`config.mk`:
```
export PLATFORM = sky130hd
export DESIGN_NAME = mux_2x1_rr_arbiter
export DESIGN_NICKNAME = d
export VERILOG_FILES = /design/src/rtl/mux_pkg.sv /design/src/rtl/mux_2x1_bus.sv /design/src/rtl/mux_2x1_rr_arbiter.sv
export SDC_FILE = /design/constraint.sdc
export NUM_CORES = 1
export LEC_CHECK = 0
export ABC_AREA = 1
export BUFFER_PORTS_ARGS = -buffer_cell sky130_fd_sc_hd__buf_2
export CORE_UTILIZATION = 40
export CTS_BUF_LIST = sky130_fd_sc_hd__clkbuf_16
export DETAILED_ROUTE_END_ITERATION = 8
export HOLD_SLACK_MARGIN = 0.03
export PLACE_DENSITY = 0.8
export SLEW_MARGIN = 20
export SYNTH_ARGS = -nofsm -noshare
export SYNTH_HDL_FRONTEND = slang
export SYNTH_HIERARCHICAL = 1
export SYNTH_SLANG_ARGS = --single-unit
```
`constraint.sdc`:
```
create_clock -name in_clk -period 3.3 [get_ports in_clk]
set_input_delay 0.66 -clock in_clk [delete_from_list [all_inputs] [get_ports in_clk]]
set_output_delay 0.66 -clock in_clk [all_outputs]
set_load 0.01 [all_outputs]
```
`src/rtl/mux_pkg.sv`:
```
// Shared encodings for the 2:1 round-robin mux arbiter: FSM states and select values.
package mux_pkg;

  typedef enum logic [1:0] {
    S_IDLE = 2'b00,
    S_GNT1 = 2'b01,
    S_GNT2 = 2'b10
  } state_t;

  localparam logic SEL_X1 = 1'b0;
  localparam logic SEL_X2 = 1'b1;

  function automatic logic other_sel(input logic sel);
    return (sel == SEL_X1) ? SEL_X2 : SEL_X1;
  endfunction

endpackage

```
`src/rtl/mux_2x1_bus.sv`:
```
// Combinational W-bit 2:1 mux; s=0 selects x1, s=1 selects x2.
module mux_2x1_bus #(
  parameter int unsigned W = 1
) (
  input  logic [W-1:0] x1,
  input  logic [W-1:0] x2,
  input  logic         s,
  output logic [W-1:0] out
);

  assign out = s ? x2 : x1;

endmodule

```
`src/rtl/mux_2x1_rr_arbiter.sv`:
```
// Round-robin arbiter with burst lock sharing one valid/ready channel between two requesters.
// state  | meaning
// S_IDLE | no grant; arbitration bubble, out_sel holds its last value
// S_GNT1 | x1 owns the channel until last beat or MAX_BEATS accepted beats
// S_GNT2 | x2 owns the channel until last beat or MAX_BEATS accepted beats
module mux_2x1_rr_arbiter
  import mux_pkg::*;
#(
  parameter int unsigned DATA_W    = 8,
  parameter int unsigned MAX_BEATS = 16
) (
  input  logic              in_clk,
  input  logic              in_rst_n,
  input  logic              in_valid1,
  input  logic [DATA_W-1:0] in_data1,
  input  logic              in_last1,
  output logic              out_ready1,
  input  logic              in_valid2,
  input  logic [DATA_W-1:0] in_data2,
  input  logic              in_last2,
  output logic              out_ready2,
  output logic              out_valid,
  output logic [DATA_W-1:0] out_f,
  output logic              out_last,
  input  logic              in_ready,
  output logic              out_sel,
  output logic              out_busy
);

  localparam int unsigned CNT_W = $clog2(MAX_BEATS + 1);
  localparam logic [CNT_W-1:0] CNT_LAST = CNT_W'(MAX_BEATS - 1);

  state_t           state;
  logic             ptr;
  logic             sel_q;
  logic [CNT_W-1:0] beat_cnt;
  logic [DATA_W:0]  bus_out;
  logic             gnt1;
  logic             gnt2;
  logic             beat_ok;
  logic             beat_last;
  logic             burst_end;

  // last travels alongside data so one mux serves both
  mux_2x1_bus #(.W(DATA_W + 1)) u_bus (
    .x1  ({in_last1, in_data1}),
    .x2  ({in_last2, in_data2}),
    .s   (sel_q),
    .out (bus_out)
  );

  assign gnt1       = (state == S_GNT1);
  assign gnt2       = (state == S_GNT2);
  assign out_f      = bus_out[DATA_W-1:0];
  assign out_last   = bus_out[DATA_W];
  assign out_sel    = sel_q;
  assign out_busy   = gnt1 | gnt2;
  assign out_ready1 = gnt1 & in_ready;
  assign out_ready2 = gnt2 & in_ready;
  assign out_valid  = (gnt1 & in_valid1) | (gnt2 & in_valid2);

  assign beat_ok   = out_valid & in_ready;
  assign beat_last = gnt1 ? in_last1 : in_last2;
  assign burst_end = beat_ok & (beat_last | (beat_cnt == CNT_LAST));

  always_ff @(posedge in_clk) begin
    if (!in_rst_n) begin
      state    <= S_IDLE;
      sel_q    <= SEL_X1;
      ptr      <= SEL_X1;
      beat_cnt <= '0;
    end else begin
      case (state)
        S_IDLE: begin
          if (in_valid1 && (!in_valid2 || ptr == SEL_X1)) begin
            state <= S_GNT1;
            sel_q <= SEL_X1;
          end else if (in_valid2) begin
            state <= S_GNT2;
            sel_q <= SEL_X2;
          end
        end
        S_GNT1, S_GNT2: begin
          if (burst_end) begin
            state    <= S_IDLE;
            beat_cnt <= '0;
            ptr      <= other_sel(sel_q);
          end else if (beat_ok) begin
            beat_cnt <= beat_cnt + CNT_W'(1);
          end
        end
        default: begin
          state    <= S_IDLE;
          beat_cnt <= '0;
        end
      endcase
    end
  end

endmodule

```
After elaboration in Yosys (flattened, before gate mapping)
Cells that the tools add are included.
{"block": "word_totals", "ff_bits": 9, "latchBits": 0, "input_bits": 23, "out_inout_bits": 14, "romBits": 0, "mem_bits_rw": 0, "mem_count": 0}
{"block": "classes", "n_bitwise": 11, "n_mux": 12, "n_mul": 0, "n_eq_ne": 6, "n_shift": 0, "order_cmp": 0, "addsub": 1, "reduce_logical": 10, "n_div": 0}
{"cell": "$mux 5", "n": 2}
{"cell": "$pmux 5 s2", "n": 1}
{"cell": "$mux 9", "n": 1}
{"cell": "$reduce_and 2->1", "n": 4}
{"cell": "$and 1x1->1", "n": 6}
{"cell": "$mux 2", "n": 3}
{"cell": "$ne 3x3->1 const B", "n": 2}
{"cell": "$add 5x1->5 const B", "n": 1}
{"cell": "$eq 5x4->1 const B", "n": 1}
{"cell": "$mux 1", "n": 4}
{"cell": "$pmux 2 s2", "n": 1}
{"cell": "$or 1x1->1", "n": 3}
{"cell": "$eq 2x1->1 const B", "n": 1}
{"cell": "$eq 2x2->1 const B", "n": 1}
{"cell": "$logic_not 2->1", "n": 1}
{"cell": "$ne 2x2->1 const B", "n": 1}
{"cell": "$not 1->1", "n": 2}
{"cell": "$reduce_bool 2->1", "n": 1}
{"cell": "$reduce_or 2->1", "n": 1}
{"cell": "$logic_and 1x1->1", "n": 1}
{"cell": "$logic_not 1->1", "n": 1}
{"cell": "$logic_or 1x1->1", "n": 1}

Depth between registers and ports, before layout
Gate-level depths: netlist (run 1).
{"block": "logic_depth", "depth_word": 7, "mapped_depth": 13, "mapped_depth_nobuf": 13}

Modules after synthesis
Netlist (run 1), hierarchy kept.
{"mod": "mux_2x1_rr_arbiter", "cells_per_inst": 92, "area_each_um2": 613.1, "n_inst": 1}
{"mod": "mux_2x1_bus", "cells_per_inst": 29, "area_each_um2": 116.4, "n_inst": 1}

Worst setup path after synthesis (run 1)
No wires, ideal clock.
{"block": "synth_timing", "kind": "in2out", "from": "in in_valid2", "to": "out out_valid", "stages": 2, "setup_slack_ns": 1.812, "t_arrival_ns": 0.828, "cell_sequence": "nand2_1 -> nand2_4"}
{"block": "synth_via", "elab_chain_cells": 2}
{"item": "start, declared", "line": "mux_2x1_rr_arbiter.sv:18", "text": "input logic in_valid2,"}
{"item": "$and 1x1->1", "line": "mux_2x1_rr_arbiter.sv:60", "text": "assign out_valid = (gnt1 & in_valid1) | (gnt2 & in_valid2);"}
{"item": "$or 1x1->1", "line": "mux_2x1_rr_arbiter.sv:60"}
{"item": "end, declared", "line": "mux_2x1_rr_arbiter.sv:22", "text": "output logic out_valid,"}
No other way between the ends.

Worst setup path after layout (run 1)
{"block": "layout_timing", "from": "reg sel_q (netlist: out_sel)", "to": "out out_f[2]"}
{"block": "layout_via", "elab_chain_cells": 1}
{"item": "start, declared", "line": "mux_2x1_rr_arbiter.sv:35", "text": "logic sel_q;"}
{"item": "start signal, assigned", "line": "mux_2x1_rr_arbiter.sv:69", "text": "sel_q <= SEL_X1;"}
{"item": "start signal, assigned", "line": "mux_2x1_rr_arbiter.sv:77", "text": "sel_q <= SEL_X1;"}
{"item": "start signal, assigned", "line": "mux_2x1_rr_arbiter.sv:80", "text": "sel_q <= SEL_X2;"}
{"item": "$mux 9", "line": "mux_2x1_bus.sv:11", "text": "assign out = s ? x2 : x1;"}
{"item": "end, declared", "line": "mux_2x1_rr_arbiter.sv:23", "text": "output logic [DATA_W-1:0] out_f,"}
No other way between the ends.

==> flow_metrics.py, run 1 <==
metrics = {
    "synth": {
        "ys_seq_area_frac": 0.2470,
        "yosys-top-cells-area": "nand2_1, dfxtp_1, inv_1",
        "synth_most_common_cell": "nand2_1",
        "async_reset_ff_frac": 0,
        "synth_edf_count": 0,
        "ys.flop_type": "dfxtp_1",
        "synthCells": 121,
        "post_synth_num_cell_types": 18,
        "synth_top_area_share": 0.2521,
        "synth_top_area_cell": "nand2_1",
        "syn_area_um2": 729.5,
        "yosysWarnings": 6,
        "synth_seq_cells": 9,
        "ys_top_cells_by_count": "nand2_1, inv_1, a21oi_1, dfxtp_1, nor2_1",
        "avgSynthCellArea_um2": 6.029,
        "syn_nets": 149,
    },
    "cts": {
        "clock-sinks": 9,
        "hold_buffers": 0,
        "clkTransAtPathRegs_ps": 40,
        "htreeDepth": 1,
        "tritoncts": "built",
        "clk_path_buf_depth": 2,
        "numCtsBuffers": 3,
        "clock_latency_ps": 240,
        "cts_setup_buffers": 0,
        "root_buffer": "clkbuf_16",
        "cts_resized": 0,
    },
    "sta": {
        "hold_viol": 0,
        "fmax_ghz": 0.5280,
        "fin_setup_tns_ps": 0,
        "timing.final.crit_share": 0.5739,
        "rsz0062_at_grt": "no",
        "final.setup.worst_slack_ps": 1406,
        "final.min_clock_period_ps": 1894,
        "worst_pin_slew_ps": 426.7,
        "relSlewSlack": 0.7152,
        "setup_viol": 0,
        "slew_violations": 0,
        "finClkSkew_ps": 3.541,
    },
    "placed_design": {
        "portBuffers": 36,
        "placed_cell_area_um2": 929.6,
        "dp_hpwl_um": 1349,
        "gp_congestion": 0.8209,
        "dp_slack_ps": 1538,
    },
    "die": {
        "row_count": 15,
        "design.die.area_um2": 1999,
        "fp.coreArea_um2": 1727,
        "initial_core_util": 0.4225,
        "ioPinCount": 37,
        "dieWidth_um": 44.71,
        "die_height_um": 44.71,
    },
    "hold_path": {
        "min-delay-start": "beat_cnt[3]",
        "min_path_cells": 2,
        "hold_class": "reg2reg",
    },
    "routing": {
        "postRouteAntennaNets": 0,
        "drc": 0,
        "wire_per_inst_um": 9.038,
        "viasPerCell": 4.519,
        "vias": 836,
        "drt-initial-drc-count": 10,
        "dr.pass1.iters": 4,
        "wirelength_um": 1672,
    },
    "worst_setup_path": {
        "crit-reg2reg-launch": "beat_cnt[0]",
        "arrival_ps": 1230,
        "critPathRequiredTime_ps": 2640,
        "endpoint_kind": "primary output",
        "r2r_cells": 11,
        "path_max_fanout": 13,
        "crit_path_start": "out_sel",
        "path_class": "reg2out",
        "start_kind": "register",
    },
    "global_route": {
        "grt_pass1_wl_um": 2559,
        "antenna_found_initial": 0,
        "grt_max_degree": 14,
        "grt_pass1_vias": 631,
        "grtUsageTotal": 0.1819,
        "gr-total-overflow": 0,
    },
    "pwr": {
        "p_leak_nw": 0.5765,
        "power.density_nw_per_um2": 784.5,
        "power_uw": 791.1,
        "ir_worst_vdd_mv": 0.5327,
    },
    "finish": {
        "insertedDiodeCount": 0,
        "syn2layout_area_growth_pct": 38.25,
        "drive_above_1_share": 0.3125,
        "layout.nets": 189,
        "final_area_um2": 1008,
    },
    "run_status": {
        "status": "completed",
    },
    "job": {
        "maxCapViolCount": 0,
    },
}
## flip-flops by register name (all words and copies together) (netlist names)
name and cells:
beat_cnt 5, state 2, ptr 1, out_sel 1
## stage by stage
step | std cells | util | hold WS (ps)
floorplan | 121 | - | 443.6
global placement | 181 | 0.5384 | 454.9
detailed placement | 181 | 0.5384 | 469.8
CTS | 185 | 0.5841 | 475.5
global route | 185 | 0.5841 | 486.6
finish | 185 | 0.5841 | 473.4
## worst max-delay path, cell delays in order (launching register included)
cell	delay [ps]
dfxtp_1	570
inv_2	150
nand2_1	100
nand2_1	50
buf_2	130
## routing by layer
metal | up-vias | global-route usage | part of all wire
li1 | 444 | - | -
met1 | 356 | 0.1985 | 0.42
met2 | 31 | 0.3088 | 0.47
met3 | 5 | 0.04400 | 0.075
met4 | 0 | 0.1273 | 0.026
met5 | - | 0 | 0
## power breakdown
part,leakage [nW],internal (mW),switching (mW)
clock network,0.0423,0.158,0.0524
registers,0.0733,0.133,0.0240
logic,0.461,0.155,0.268
## cells in the final DEF (no fill, tap or decap), drive strengths merged
master	n
o21ai	5
a21oi	9
nand3	4
nor3	1
buf	36
xor2	1
clkinv	1
ha	5
nor2	10
inv	21
clkbuf	3
nand2	55
dfxtp	9
## cells by family after synthesis
group,share of synthesized area
compound gates,0.09605
simple gates,0.4340
fa+ha+maj,0.08576
flops,0.2470
buf+inv,0.1252
xor+xnor,0.01201
## layout make-up
cell class	instances	area (um^2)
Clock buffer	3	75.07
Inverter	21	80.08
Fill cell	180	718.2
Sequential cell	9	180.2
Timing Repair Buffer	36	180.2
Clock inverter	1	3.754
Tap cell	25	31.28
Multi-Input combinational cell	90	457.9
## final timing paths
| check | endpoint | slack [ps] |
|---|---|---|
| max | out_f[2] | 1410 |
| min | beat_cnt[3] | 470 |
| max reg2reg | beat_cnt[1] | 1660 |
| min reg2reg | beat_cnt[3] | 470 |
(Power assumes the default switching activity.)
==> run 2, diff against run 1 <==
--- a/config.mk
+++ b/config.mk
@@ -5,13 +5,13 @@
 export SDC_FILE = /design/constraint.sdc
 export NUM_CORES = 1
 export LEC_CHECK = 0
-export ABC_AREA = 1
+export ABC_AREA = 0
 export BUFFER_PORTS_ARGS = -buffer_cell sky130_fd_sc_hd__buf_2
 export CORE_UTILIZATION = 40
 export CTS_BUF_LIST = sky130_fd_sc_hd__clkbuf_16
 export DETAILED_ROUTE_END_ITERATION = 8
 export HOLD_SLACK_MARGIN = 0.03
-export PLACE_DENSITY = 0.8
+export PLACE_DENSITY = 0.82
 export SLEW_MARGIN = 20
 export SYNTH_ARGS = -nofsm -noshare
 export SYNTH_HDL_FRONTEND = slang
==> constraint.sdc (replaced) <==
create_clock -name in_clk -period 1.7 [get_ports in_clk]
set_input_delay 0.34 -clock in_clk [delete_from_list [all_inputs] [get_ports in_clk]]
set_output_delay 0.34 -clock in_clk [all_outputs]
set_load 0.01 [all_outputs]
==> run 2 against run 1 <==
  * Sequential share of layout area is 1.2 points lower
  * Clock power up 100%
  * Clock skew grew 5.0 ps
  * Die area is 1.8% higher
  * Largest cell class unchanged
  * Count of clock-buffer cells in the layout unchanged
  * Register-to-register slack worse by 1600 ps
  * Largest power group unchanged
  * Final cell count decreased by 24%
  * Area after synthesis rose by 1.9%
==> flow_metrics.py, run 2 <==
metrics = {
    "worst_setup_path": {
        "path_class": "reg2out",
        "path_cells": "inv_1 -> ha_2 -> buf_4 -> buf_2",
        "critPathRequiredTime_ps": 1360,
        "critical_path.top_delay_family": "adder cells",
        "cp_slowest_cell": "ha_2",
        "cp_num_buf_inv": 3,
        "max_stage_delay_ps": 380,
        "arrival_ps": 1320,
        "endpoint_kind": "primary output",
        "start_kind": "register",
        "path_max_fanout": 6,
    },
    "global_route": {
        "grt_pass1_wl_um": 2987,
        "grt_max_degree": 13,
        "grtUsageTotal": 0.2070,
        "grt_pass1_vias": 721,
        "antenna_found_initial": 0,
        "gr-total-overflow": 0,
    },
    "job": {
        "maxCapViolCount": 0,
    },
    "synth": {
        "ys.flop_type": "dfxtp_1",
        "yosys.area_share.xor_xnor": 0,
        "synthCells": 76,
        "synth_top_area_cell": "dfxtp_1",
        "avgSynthCellArea_um2": 9.779,
        "post_synth_num_cell_types": 37,
        "yosys-top-cells-area": "dfxtp_1, mux2_4, ha_1",
        "ys_top_cells_by_count": "mux2_4, dfxtp_1, inv_1",
        "syn_nets": 104,
        "synth_compound_area_frac": 0.1970,
        "async_reset_ff_frac": 0,
        "synth_edf_count": 0,
        "synth_seq_cells": 9,
        "synth-simple-area-share": 0.2054,
        "synth_mux_area_frac": 0.2155,
        "ys_seq_area_frac": 0.2424,
        "synth-adder-area-share": 0.08418,
        "synth_top_family_by_area": "multiplexers",
        "syn_area_um2": 743.2,
        "synth_top_area_share": 0.2424,
        "yosysWarnings": 6,
        "synth_most_common_cell": "mux2_4",
    },
    "placed_design": {
        "dp.cells": 137,
        "gp_congestion": 0.8455,
        "portBuffers": 36,
        "dp_slack_ps": -106.6,
        "placed_cell_area_um2": 958.4,
        "dp_hpwl_um": 1376,
    },
    "finish": {
        "final_cells": 141,
        "largest_reg_flops": 5,
        "layout_common_cells": "buf_2, mux2_4, inv_1, dfxtp_1, nand3_1",
        "layout.nets": 145,
        "syn2layout_area_growth_pct": 48.15,
        "layout_commonest_cell": "buf_2",
        "regMostFlops": "beat_cnt",
        "final_area_um2": 1101,
        "insertedDiodeCount": 0,
        "reg_top3": "beat_cnt (5), state (2)",
        "drive_above_1_share": 0.6034,
    },
    "cts": {
        "clkTransAtPathRegs_ps": 40,
        "tritoncts": "built",
        "htreeDepth": 1,
        "clk_path_buf_depth": 2,
        "clock-sinks": 9,
        "numCtsBuffers": 3,
        "cts_setup_buffers": 0,
        "clock_latency_ps": 240,
        "root_buffer": "clkbuf_16",
    },
    "sta": {
        "final.setup.worst_slack_ps": 35.68,
        "finClkSkew_ps": 8.494,
        "final.min_clock_period_ps": 1664,
        "worst_pin_slew_ps": 325.3,
        "relSlewSlack": 0.7812,
        "hold_viol": 0,
        "timing.final.crit_share": 0.9790,
        "fmax_ghz": 0.6008,
        "slew_violations": 0,
        "setup_viol": 0,
        "rsz0062_at_grt": "yes",
    },
    "die": {
        "fp.coreArea_um2": 1727,
        "design.die.area_um2": 2034,
        "dieWidth_um": 45.11,
        "ioPinCount": 37,
        "row_count": 15,
        "initial_core_util": 0.4304,
        "die_height_um": 45.11,
    },
    "routing": {
        "wire_per_inst_um": 13.72,
        "top_layer": "met4",
        "met3WireLength_um": 216,
        "postRouteAntennaNets": 0,
        "wl_met1_um": 737,
        "vias": 781,
        "drt-initial-drc-count": 20,
        "viasPerCell": 5.539,
        "dr.pass1.iters": 5,
        "wirelength_um": 1934,
        "drc": 0,
        "wl_met2_um": 960,
    },
    "pwr": {
        "p_leak_nw": 0.4964,
        "power.density_nw_per_um2": 1249,
        "ir_worst_vdd_mv": 1.048,
    },
    "hold_path": {
        "hold_class": "reg2reg",
    },
    "run_status": {
        "status": "completed",
    },
}
==> run 2: cell types whose count changed in the layout (fill, tap and decap cells not counted), moves of 4 or more <==
cell	delta
a21oi_1	-6
ha_1	-4
inv_1	-14
mux2_4	+10
nand2_1	-46
nor2_1	-4
==> run 2: cell type report <==
cell class              count  area, um^2
clock buffers               3       75.07
clock inverters             1       3.754
fillers                   150       625.6
inverters                   6       22.52
multi-input cells          58       581.8
flip-flops and latches      9       183.9
well taps                  25       31.28
repair buffers             39       202.7
==> run 2: tightest hold or removal path, stage by stage (launching register included) <==
cell and delay [ps]:
dfxtp_1 300, nand3_1 60, o31ai_1 60
==> run 2: stage by stage <==
stage | TNS (ps) | hold WS (ps) | util | power, mW
4_1_cts | 0 | 456.5 | 0.6312 | 1.350
3_3_place_gp | -43.18 | 459.6 | 0.5551 | 0.8671
3_5_place_dp | -221.2 | 462.4 | 0.5551 | 0.8793
2_1_floorplan | 0 | 445.9 | - | 0.7081
5_1_grt | -13.76 | 483.4 | 0.6377 | 1.440
6_report | 0 | 468.7 | 0.6377 | 1.375
==> run 2: final timing paths <==
path               start     endpoint  slack, ps  cells past startpoint
min reg2reg  beat_cnt[4]  beat_cnt[4]        470                      2
min          beat_cnt[4]  beat_cnt[4]        470                      2
max             state[0]     out_busy         40                      4
max reg2reg     state[1]  beat_cnt[0]         40                      6
==> run 2: layer usage <==
metal,up-vias,global-route usage
li1,365,-
met1,352,0.2010
met2,62,0.4029
met3,2,0.05200
met4,0,0.09091
met5,-,0
==> run 2: logic make-up (layout without fill, tap and decap cells) <==
group	Yosys count	count (layout)
AO/OA/AOI/OAI	18	18
adder cells (fa/ha/maj)	5	5
buffers and inverters	9	49
flip-flops	9	9
multiplexers	11	11
AND/OR/NAND/NOR	24	24
==> run 2: repair_timing <==
item,in CTS,in global routing
hold buffers,0,0
gates resized for setup,13,2
pin swaps,1,0
hold endpoints to repair,0,0
endpoints found under the setup margin,15,3
==> run 2: report_power, final <==
group          total [mW]  internal (mW)  switching, mW
Sequential          0.291          0.242         0.0485
Clock               0.424          0.308          0.115
Combinational       0.661          0.328          0.333
Total                1.38          0.879          0.497
